### src/rtl/mwadd_pkg.sv
// Shared types and helpers for the multi-word add sequencer.
// Optional overflow output is enabled by defining MWADD_OVF_EN.
package mwadd_pkg;

    typedef enum logic [1:0] {
        IDLE = 2'd0,
        RUN  = 2'd1,
        DONE = 2'd2
    } stateT;

    // Slice counter width; a single-word build still needs one bit.
    function automatic int cntWidth(input int words);
        return (words <= 2) ? 1 : $clog2(words);
    endfunction

endpackage

### src/rtl/mwadd_sequencer_if.sv
// Operand/result handshakes plus the narrow adder port bundle of mwadd_sequencer.
// oOvf exists only when MWADD_OVF_EN is defined.
interface mwadd_sequencer_if
    import mwadd_pkg::*;
#(
    parameter int WIDTH = 16,
    parameter int WORDS = 4
);
    // Both handshakes: a transfer happens on a rising edge where valid and ready
    // are both high; valid never depends on ready, and the payload is stable while
    // valid waits for ready.
    logic                     iValid;
    logic                     oReady;
    logic [WIDTH*WORDS-1:0]   iA;
    logic [WIDTH*WORDS-1:0]   iB;
    logic                     iC;
    logic                     oValid;
    logic                     iReady;
    logic [WIDTH*WORDS-1:0]   oS;
    logic                     oC;
    logic [WIDTH-1:0]         oAddA;
    logic [WIDTH-1:0]         oAddB;
    logic                     oAddC;
    logic [WIDTH-1:0]         iAddS;
    logic                     iAddC;
    stateT                    oState;
`ifdef MWADD_OVF_EN
    logic                     oOvf;
`endif

    modport slave (
        input  iValid, iA, iB, iC, iReady, iAddS, iAddC,
        output oReady, oValid, oS, oC, oAddA, oAddB, oAddC, oState
`ifdef MWADD_OVF_EN
        , output oOvf
`endif
    );

    modport master (
        output iValid, iA, iB, iC, iReady, iAddS, iAddC,
        input  oReady, oValid, oS, oC, oAddA, oAddB, oAddC, oState
`ifdef MWADD_OVF_EN
        , input oOvf
`endif
    );

endinterface

### src/rtl/mwadd_sequencer.sv
// Runs a WORDS x WIDTH-bit addition through one external WIDTH-bit adder, LSW first.
// Define MWADD_OVF_EN to add the registered two's-complement overflow output oOvf.
module mwadd_sequencer
    import mwadd_pkg::*;
#(
    parameter int WIDTH = 16,
    parameter int WORDS = 4
) (
    input  logic               iClk,
    input  logic               iRstN,
    mwadd_sequencer_if.slave   bus
);
    localparam int            TOT  = WIDTH * WORDS;
    localparam int            CW   = cntWidth(WORDS);
    localparam logic [CW-1:0] LAST = CW'(WORDS - 1);

    stateT             state;
    logic [CW-1:0]     cnt;
    logic              carry;
    logic [TOT-1:0]    opA;
    logic [TOT-1:0]    opB;
    logic [TOT-1:0]    res;
    logic [WIDTH-1:0]  addA;
    logic [WIDTH-1:0]  addB;
    logic              addC;
    logic              readyR;
    logic              validR;
`ifdef MWADD_OVF_EN
    logic              ovfR;
`endif

    // opA/opB hold the not-yet-presented words, so the next slice is always the
    // low word and the adder ports are loaded straight from registers.
    always_ff @(posedge iClk) begin
        if (!iRstN) begin
            state  <= IDLE;
            cnt    <= '0;
            carry  <= 1'b0;
            opA    <= '0;
            opB    <= '0;
            res    <= '0;
            addA   <= '0;
            addB   <= '0;
            addC   <= 1'b0;
            readyR <= 1'b1;
            validR <= 1'b0;
`ifdef MWADD_OVF_EN
            ovfR   <= 1'b0;
`endif
        end else begin
            case (state)
                IDLE: begin
                    if (bus.iValid) begin
                        opA    <= bus.iA >> WIDTH;
                        opB    <= bus.iB >> WIDTH;
                        addA   <= bus.iA[WIDTH-1:0];
                        addB   <= bus.iB[WIDTH-1:0];
                        addC   <= bus.iC;
                        carry  <= bus.iC;
                        cnt    <= '0;
                        readyR <= 1'b0;
                        state  <= RUN;
`ifdef MWADD_OVF_EN
                        ovfR   <= 1'b0;
`endif
                    end
                end
                RUN: begin
                    res[cnt*WIDTH +: WIDTH] <= bus.iAddS;
                    carry <= bus.iAddC;
                    opA   <= opA >> WIDTH;
                    opB   <= opB >> WIDTH;
                    if (cnt == LAST) begin
                        addA   <= '0;
                        addB   <= '0;
                        addC   <= 1'b0;
                        validR <= 1'b1;
                        state  <= DONE;
`ifdef MWADD_OVF_EN
                        ovfR   <= (addA[WIDTH-1] == addB[WIDTH-1]) &&
                                  (bus.iAddS[WIDTH-1] != addA[WIDTH-1]);
`endif
                    end else begin
                        addA <= opA[WIDTH-1:0];
                        addB <= opB[WIDTH-1:0];
                        addC <= bus.iAddC;
                        cnt  <= cnt + 1'b1;
                    end
                end
                DONE: begin
                    if (bus.iReady) begin
                        validR <= 1'b0;
                        readyR <= 1'b1;
                        state  <= IDLE;
                    end
                end
                default: begin
                    validR <= 1'b0;
                    readyR <= 1'b1;
                    state  <= IDLE;
                end
            endcase
        end
    end

    assign bus.oReady = readyR;
    assign bus.oValid = validR;
    assign bus.oS     = res;
    assign bus.oC     = carry;
    assign bus.oAddA  = addA;
    assign bus.oAddB  = addB;
    assign bus.oAddC  = addC;
    assign bus.oState = state;
`ifdef MWADD_OVF_EN
    assign bus.oOvf   = ovfR;
`endif

endmodule

### src/flat_wrapper.sv
// flat-port wrapper written by rule: the top's interface ports become plain ports
module mwadd_sequencer_flat import mwadd_pkg::*;
#(
    parameter int WIDTH = 16,
    parameter int WORDS = 4
)
  (iClk, iRstN, bus_iValid, bus_iA, bus_iB, bus_iC, bus_iReady, bus_iAddS, bus_iAddC, bus_oReady, bus_oValid, bus_oS, bus_oC, bus_oAddA, bus_oAddB, bus_oAddC, bus_oState);
  mwadd_sequencer_if #(.WIDTH(WIDTH), .WORDS(WORDS)) bus_i ();
  input  logic iClk;
  input  logic iRstN;
  input wire logic [$bits(bus_i.iValid)-1:0] bus_iValid;
  input wire logic [$bits(bus_i.iA)-1:0] bus_iA;
  input wire logic [$bits(bus_i.iB)-1:0] bus_iB;
  input wire logic [$bits(bus_i.iC)-1:0] bus_iC;
  input wire logic [$bits(bus_i.iReady)-1:0] bus_iReady;
  input wire logic [$bits(bus_i.iAddS)-1:0] bus_iAddS;
  input wire logic [$bits(bus_i.iAddC)-1:0] bus_iAddC;
  output wire logic [$bits(bus_i.oReady)-1:0] bus_oReady;
  output wire logic [$bits(bus_i.oValid)-1:0] bus_oValid;
  output wire logic [$bits(bus_i.oS)-1:0] bus_oS;
  output wire logic [$bits(bus_i.oC)-1:0] bus_oC;
  output wire logic [$bits(bus_i.oAddA)-1:0] bus_oAddA;
  output wire logic [$bits(bus_i.oAddB)-1:0] bus_oAddB;
  output wire logic [$bits(bus_i.oAddC)-1:0] bus_oAddC;
  output wire logic [$bits(bus_i.oState)-1:0] bus_oState;
  assign bus_i.iValid = bus_iValid;
  assign bus_i.iA = bus_iA;
  assign bus_i.iB = bus_iB;
  assign bus_i.iC = bus_iC;
  assign bus_i.iReady = bus_iReady;
  assign bus_i.iAddS = bus_iAddS;
  assign bus_i.iAddC = bus_iAddC;
  assign bus_oReady = bus_i.oReady;
  assign bus_oValid = bus_i.oValid;
  assign bus_oS = bus_i.oS;
  assign bus_oC = bus_i.oC;
  assign bus_oAddA = bus_i.oAddA;
  assign bus_oAddB = bus_i.oAddB;
  assign bus_oAddC = bus_i.oAddC;
  assign bus_oState = bus_i.oState;
  mwadd_sequencer #(.WIDTH(WIDTH), .WORDS(WORDS)) u_core (.iClk(iClk), .iRstN(iRstN), .bus(bus_i));
endmodule
### config.mk
export PLATFORM = sky130hd
export DESIGN_NAME = mwadd_sequencer_flat
export DESIGN_NICKNAME = d
export VERILOG_FILES = /design/src/rtl/mwadd_pkg.sv /design/src/rtl/mwadd_sequencer_if.sv /design/src/rtl/mwadd_sequencer.sv /design/src/flat_wrapper.sv
export SDC_FILE = /design/constraint.sdc
export NUM_CORES = 1
export LEC_CHECK = 0
export CORE_AREA = 2 2 148 150
export DETAILED_ROUTE_END_ITERATION = 10
export DIE_AREA = 0 0 150 152
export GPL_TIMING_DRIVEN = 0
export MAX_ROUTING_LAYER = met4
export PLACE_DENSITY = 0.72
export SLEW_MARGIN = 30
export SYNTH_ARGS = -nofsm -noshare
export SYNTH_HDL_FRONTEND = slang
export SYNTH_SLANG_ARGS = --single-unit
### constraint.sdc
create_clock -name iClk -period 2.1 [get_ports iClk]
set_input_delay 0.525 -clock iClk [delete_from_list [all_inputs] [get_ports iClk]]
set_output_delay 0.525 -clock iClk [all_outputs]
set_load 0.02 [all_outputs]
==> run metrics, run 1 <==
Post-DP Area 0.0113 sq mm; most area-hungry cell type in the Yosys netlist dfxtp_1; first-pass GRT wire length 41.9 mm; die footprint 0.0228 sq mm; Worst Setup Slack, final 103 ps; post-detailed-route count of antenna-violating nets 0; Synth top area share 47.6%; DR iter-0 viols 572; crit end category register; vias in the first global route 7748; clk sinks 200; maxcap violations 0; largest net degree at the start of global routing 19; sequential area share after synthesis 47.6%; area share of fa/ha/maj cells after synthesis 0.893%; Req. time, crit path 2480 ps; Final Hold Viols 0; Data arrival, critical path 2380 ps; Synth async-reset ratio 0%; later-pin clock latency in the skew report 440 ps; area grow syn2layout 41.5%; Post-Synth XOR/XNOR Area 0%; Slew Viols, Final 0; DR WL/cell 17.7 um; Setup-failing EPs final 0; Design Area, Final 0.0119 sq mm; First-pass DRT Iterations 5; largest family of logic cells by synthesized area compound AO/OA/AOI/OAI gates; post-DR vias/cell 5.21; startpoint type of the worst setup path register; CTS root buf clkbuf_16; Pleak 4.46 nW; Synth Area in Compound Gates 24.9%; Max-slew headroom 62.8%; Synth Instances 965; dpl hpwl 20.7 mm; Post-synth top cells 239 x nand2_1, 200 x dfxtp_1, 77 x o21ai_0; status completed; Die H 152 um; initial antenna violation count 2; post-synthesis mux area share 0%; H-tree depth 4; Hold Path Class reg -> reg; Clock Skew 16.3 ps; number of cell rows 54; CTS tree yes; total power 0.00909 W; placed insts 1495; share of layout cells above drive strength 1 10.9%; Slew @ Worst Pin 558 ps; Initial Util 39.4%; clk slew on worst S/H paths 70 ps; Setup TNS 0 ps; Yosys cell types 42; CTS max path bufs 2; Area contributors post-synth dfxtp_1 48%, nand2_1 11%, a31oi_1 4.8%; flop and latch count out of synthesis 200; Final Cycle Share 95.1%; GRT Resource Usage Total 24.0%; syn_area_per_cell 8.71 sq um; NumNets Final 1391; Syn Std Cell Area 0.00841 sq mm; Crit Path Class reg -> reg; Die Span X 150 um; total core area 0.0214 sq mm; most numerous cell in the Yosys netlist nand2_1; PD cells 764 mW/mm^2; GRT Residual Overflow 0; total I/O pin count 252; warning count from the yosys run 0; Port Buffer Count 250; Total Routed Length 27.1 mm; Place WS -249 ps; RD Place Congestion 0.871; Syn Nets 1121; Hold Buf Count CTS 0; total CTS buffers 17; drt drc 0; count of non-filler cells in the finished layout 1530; number of enable-type register cells in the synthesized netlist 0; Max Fclk 501 MHz; CP max FO 10; prevailing post-synth register cell dfxtp_1; via total after detailed routing 7978; RSZ-0062 raised after global routing no; Synth Area in Simple Gates 19.7%; VDD IR max 467 uV; min cycle time layout 2000 ps
[flip-flops by register name, indices dropped and copies added, names as in the netlist]
name,cells
u_core.bus.oS,64
u_core.opA,48
u_core.opB,48
u_core.bus.oAddA,16
u_core.bus.oAddB,16
u_core.bus.oState,2
u_core.cnt,2
u_core.bus.oAddC,1
u_core.bus.oC,1
u_core.bus.oReady,1
u_core.bus.oValid,1
[layout make-up]
class	count	area [sq um]
diodes	2	5.00
plain buffers	100	569
clock buffers	19	453
clock inverters	13	160
fillers	1961	9450
inverters	4	15.0
multi-input cells	661	3830
flip-flops and latches	200	4000
well taps	280	350
repair buffers	251	2510
[worst paths after layout]
path	cells past startpoint	end	start	slack, ps
min	2	u_core.opB[37]	u_core.opB[37]	470
max reg2reg	8	u_core.bus.oS[13]	u_core.cnt[0]	100
min reg2reg	2	u_core.opB[37]	u_core.opB[37]	470
max	8	u_core.bus.oS[13]	u_core.cnt[0]	100
[cell families (layout without fill, tap and decap cells)]
logic type,Yosys count,after routing
and+or+nand+nor,353,353
other,0,2
DFF,200,200
adders and majority gates,6,6
buffers and inverters,104,387
AOI/OAI and AO/OA,302,302
[through the flow]
stage	util (%)	hold slack [ps]
after floorplan	-	447
after global placement	52.7	452
after detailed placement	52.7	457
after CTS	55.6	467
after global routing	55.7	482
final	55.7	466
[power by group]
group,internal [W],switching (W)
logic,0.000744,0.000785
clock network,0.00186,0.00153
registers,0.00403,0.000145
[worst max-delay path: stages (launching register included)]
cell and delay (ps):
dfxtp_1 400, buf_4 200, inv_1 90, ha_1 290, buf_2 180, nand4bb_1 260
nor2_4 170, buf_4 200, a32o_1 140
[layout by cell type (no fill, tap or decap), types with 2 or more instances in the layout]
cell / count
buf_2: 33
clkdlybuf4s50_1: 249
clkinvlp_4: 2
o221a_2: 33
clkbuf_16: 17
inv_1: 4
buf_6: 13
o21ai_1: 6
a31oi_1: 65
o21ai_0: 77
a21boi_0: 3
clkbuf_2: 2
nor2b_1: 38
clkbuf_8: 2
o22ai_1: 51
diode_2: 2
buf_1: 6
ha_1: 6
inv_6: 5
nor2_1: 2
clkbuf_1: 32
and3b_1: 3
a21oi_1: 3
nand4b_4: 2
a21boi_1: 30
buf_4: 15
nand2b_1: 5
bufinv_16: 2
nand3b_1: 3
a32o_1: 16
nand2_1: 239
dfxtp_1: 200
nand3_1: 49
a22o_1: 14
[routing by layer]
layer,track usage [%],share of wire (%),up-vias
met1,33.2,48,3679
met2,36.5,45,285
met3,3.12,5.4,30
li1,-,-,3984
met4,7.46,1.8,0
met5,-,0,-
[timing repair]
item | in CTS | in global routing
setup buffers | 0 | 1
endpoints found under the setup margin | 10 | 23
pin swaps | 0 | 2
endpoints found under the hold margin | 0 | 0
resized for setup | 2 | 2
Power figures use the tool's default switching activity.
==> run 2, diff against run 1 <==
--- a/config.mk
+++ b/config.mk
@@ -5,11 +5,11 @@
 export SDC_FILE = /design/constraint.sdc
 export NUM_CORES = 1
 export LEC_CHECK = 0
+export ABC_AREA = 1
 export CORE_AREA = 2 2 148 150
 export DETAILED_ROUTE_END_ITERATION = 10
 export DIE_AREA = 0 0 150 152
 export GPL_TIMING_DRIVEN = 0
-export MAX_ROUTING_LAYER = met4
 export PLACE_DENSITY = 0.72
 export SLEW_MARGIN = 30
 export SYNTH_ARGS = -nofsm -noshare
==> run metrics, run 2 <==
status completed; VDD IR max 565 uV; Synth top area share 47.9%; Total Routed Length 26.9 mm; startpoint type of the worst setup path register; Final Cycle Share 93.3%; CTS root buf clkbuf_16; Crit path max-delay family buffers and inverters; DR WL/cell 15.1 um; later-pin clock latency in the skew report 440 ps; commonest cells after routing, fill and taps aside 453 x nand2_1, 249 x clkdlybuf4s50_1, 199 x dfxtp_1; area of the multi-input gates 0.00385 sq mm; Synth async-reset ratio 0%; Die Span X 150 um; Crit Path Class reg -> out; Post-Synth XOR/XNOR Area 0%; Synth Area in Simple Gates 31.2%; Clock Skew 12.8 ps; Slew @ Worst Pin 538 ps; dpl hpwl 20.6 mm; Storage cell area 0.00401 sq mm; Pleak 4.93 nW; PD cells 784 mW/mm^2; maxcap violations 0; Crit path largest cell delay 630 ps; area share of fa/ha/maj cells after synthesis 0.898%; flop and latch count out of synthesis 200; CP max FO 2; Req. time, crit path 1570 ps; final core occ 55.6%; initial antenna violation count 3; commonest non-fill, non-tap cell in the layout nand2_1; Yosys cell types 21; number of cell rows 54; Data arrival, critical path 1440 ps; Post-synth top cells 453 x nand2_1, 200 x dfxtp_1, 180 x nor2_1; First-pass DRT Iterations 6; sequential area share after synthesis 47.9%; clk slew on worst S/H paths 80 ps; RD Place Congestion 0.848; syn_area_per_cell 6.91 sq um; FILL cells 2118; crit end category output port; Initial Util 39.2%; post-detailed-route count of antenna-violating nets 0; largest family of logic cells by synthesized area simple AND/OR/NAND/NOR gates; most area-hungry cell type in the Yosys netlist dfxtp_1; min cycle time layout 1960 ps; Setup TNS 0 ps; Buffers & Inverters on Critical Path 1; RSZ-0062 raised after global routing no; Area contributors post-synth dfxtp_1 48%, nand2_1 20%, nor2_1 8.1%; drt drc 0; total CTS buffers 17; Post-DP Area 0.0112 sq mm; NumNets Final 1639; Design Area, Final 0.0119 sq mm; first-pass GRT wire length 42.2 mm; via total after detailed routing 8632; Syn Nets 1366; share of layout cells above drive strength 1 6.35%; placed insts 1741; Max-slew headroom 64.2%; post-DR vias/cell 4.85; DR iter-0 viols 489; Max Fclk 510 MHz; CTS max path bufs 2; clk sinks 200; H-tree depth 4; Slew Viols, Final 0; Setup-failing EPs final 0; warning count from the yosys run 0; post-synthesis mux area share 0%; vias in the first global route 8113; most numerous cell in the Yosys netlist nand2_1; total I/O pin count 252; Synth Instances 1210; GRT Resource Usage Total 23.2%; Die H 152 um; number of flip-flops in the largest register 64; Port Buffer Count 251; die footprint 0.0228 sq mm; total core area 0.0214 sq mm; GRT Residual Overflow 0; area grow syn2layout 41.9%; number of enable-type register cells in the synthesized netlist 0; crit-path cells clkdlybuf4s50_1; Hold Path Class reg -> reg; Syn Std Cell Area 0.00836 sq mm; Synth Area in Compound Gates 14.0%; count of non-filler cells in the finished layout 1778; Slowest cell on crit path clkdlybuf4s50_1; largest net degree at the start of global routing 22; CTS tree yes; Final Hold Viols 0; prevailing post-synth register cell dfxtp_1
-- run 2: path summary, 6_finish.rpt --
check / startpoint / end / slack [ps] / cells past startpoint
hold reg to reg: u_core.opB[47] / u_core.opB[47] / 460 / 2
hold / removal: u_core.opB[47] / u_core.opB[47] / 460 / 2
setup / recovery: u_core.bus.oC / bus_oC / 140 / 1
setup reg to reg: u_core.cnt[0] / u_core.bus.oS[56] / 180 / 8
-- run 2: metrics by stage --
| stage | hold WS, ps | total power [W] | worst slack, ps |
|---|---|---|---|
| after global placement | 449 | 0.00605 | -308 |
| after global routing | 480 | 0.00973 | 36.4 |
| after floorplan | 439 | 0.00528 | 261 |
| after detailed placement | 452 | 0.00608 | -335 |
| after CTS | 464 | 0.00934 | 19.7 |
| final | 462 | 0.00931 | 140 |
-- run 2: routing by layer --
layer  wire length, um  GRT usage (%)  part of all wire [%]  vias to the layer above
met2             12800           39.8                    47                      271
met4               307           5.26                   1.1                        2
met3              2500           7.66                   9.3                       23
li1                  -              -                     -                     4396
met1             11300           28.2                    42                     3940
met5                13              0                 0.048                        -
-- run 2: what timing repair did --
item / in CTS / in global routing
resized for setup: 4 / 6
cloned: 0 / 0
hold endpoints to repair: 0 / 0
pin swaps: 1 / 3
hold buffers: 0 / 0
setup buffers: 0 / 3
setup endpoints to repair: 56 / 38
-- run 2: final cells by class --
class                           instances  area share [%]
Multi-Input combinational cell        905            32.5
Buffer                                 79            3.53
Clock buffer                           17            3.58
Inverter                               26           0.822
Timing Repair Buffer                  254            21.3
Antenna cell                            2          0.0422
Sequential cell                       200            33.7
Tap cell                              280            2.95
Clock inverter                         15            1.50
-- run 2: cell families (layout without fill, tap and decap cells) --
logic type	Yosys count	count (layout)
adders and majority gates	6	6
other	0	2
AOI/OAI and AO/OA	234	234
buffers and inverters	105	391
and+or+nand+nor	665	665
DFF	200	200
-- run 2: report_power, final --
part	total (W)	switching, W	internal, W	leakage [nW]
registers	0.00422	0.000154	0.00407	1.64
clock network	0.00329	0.00168	0.00161	0.294
logic	0.00179	0.00101	0.000783	3.00
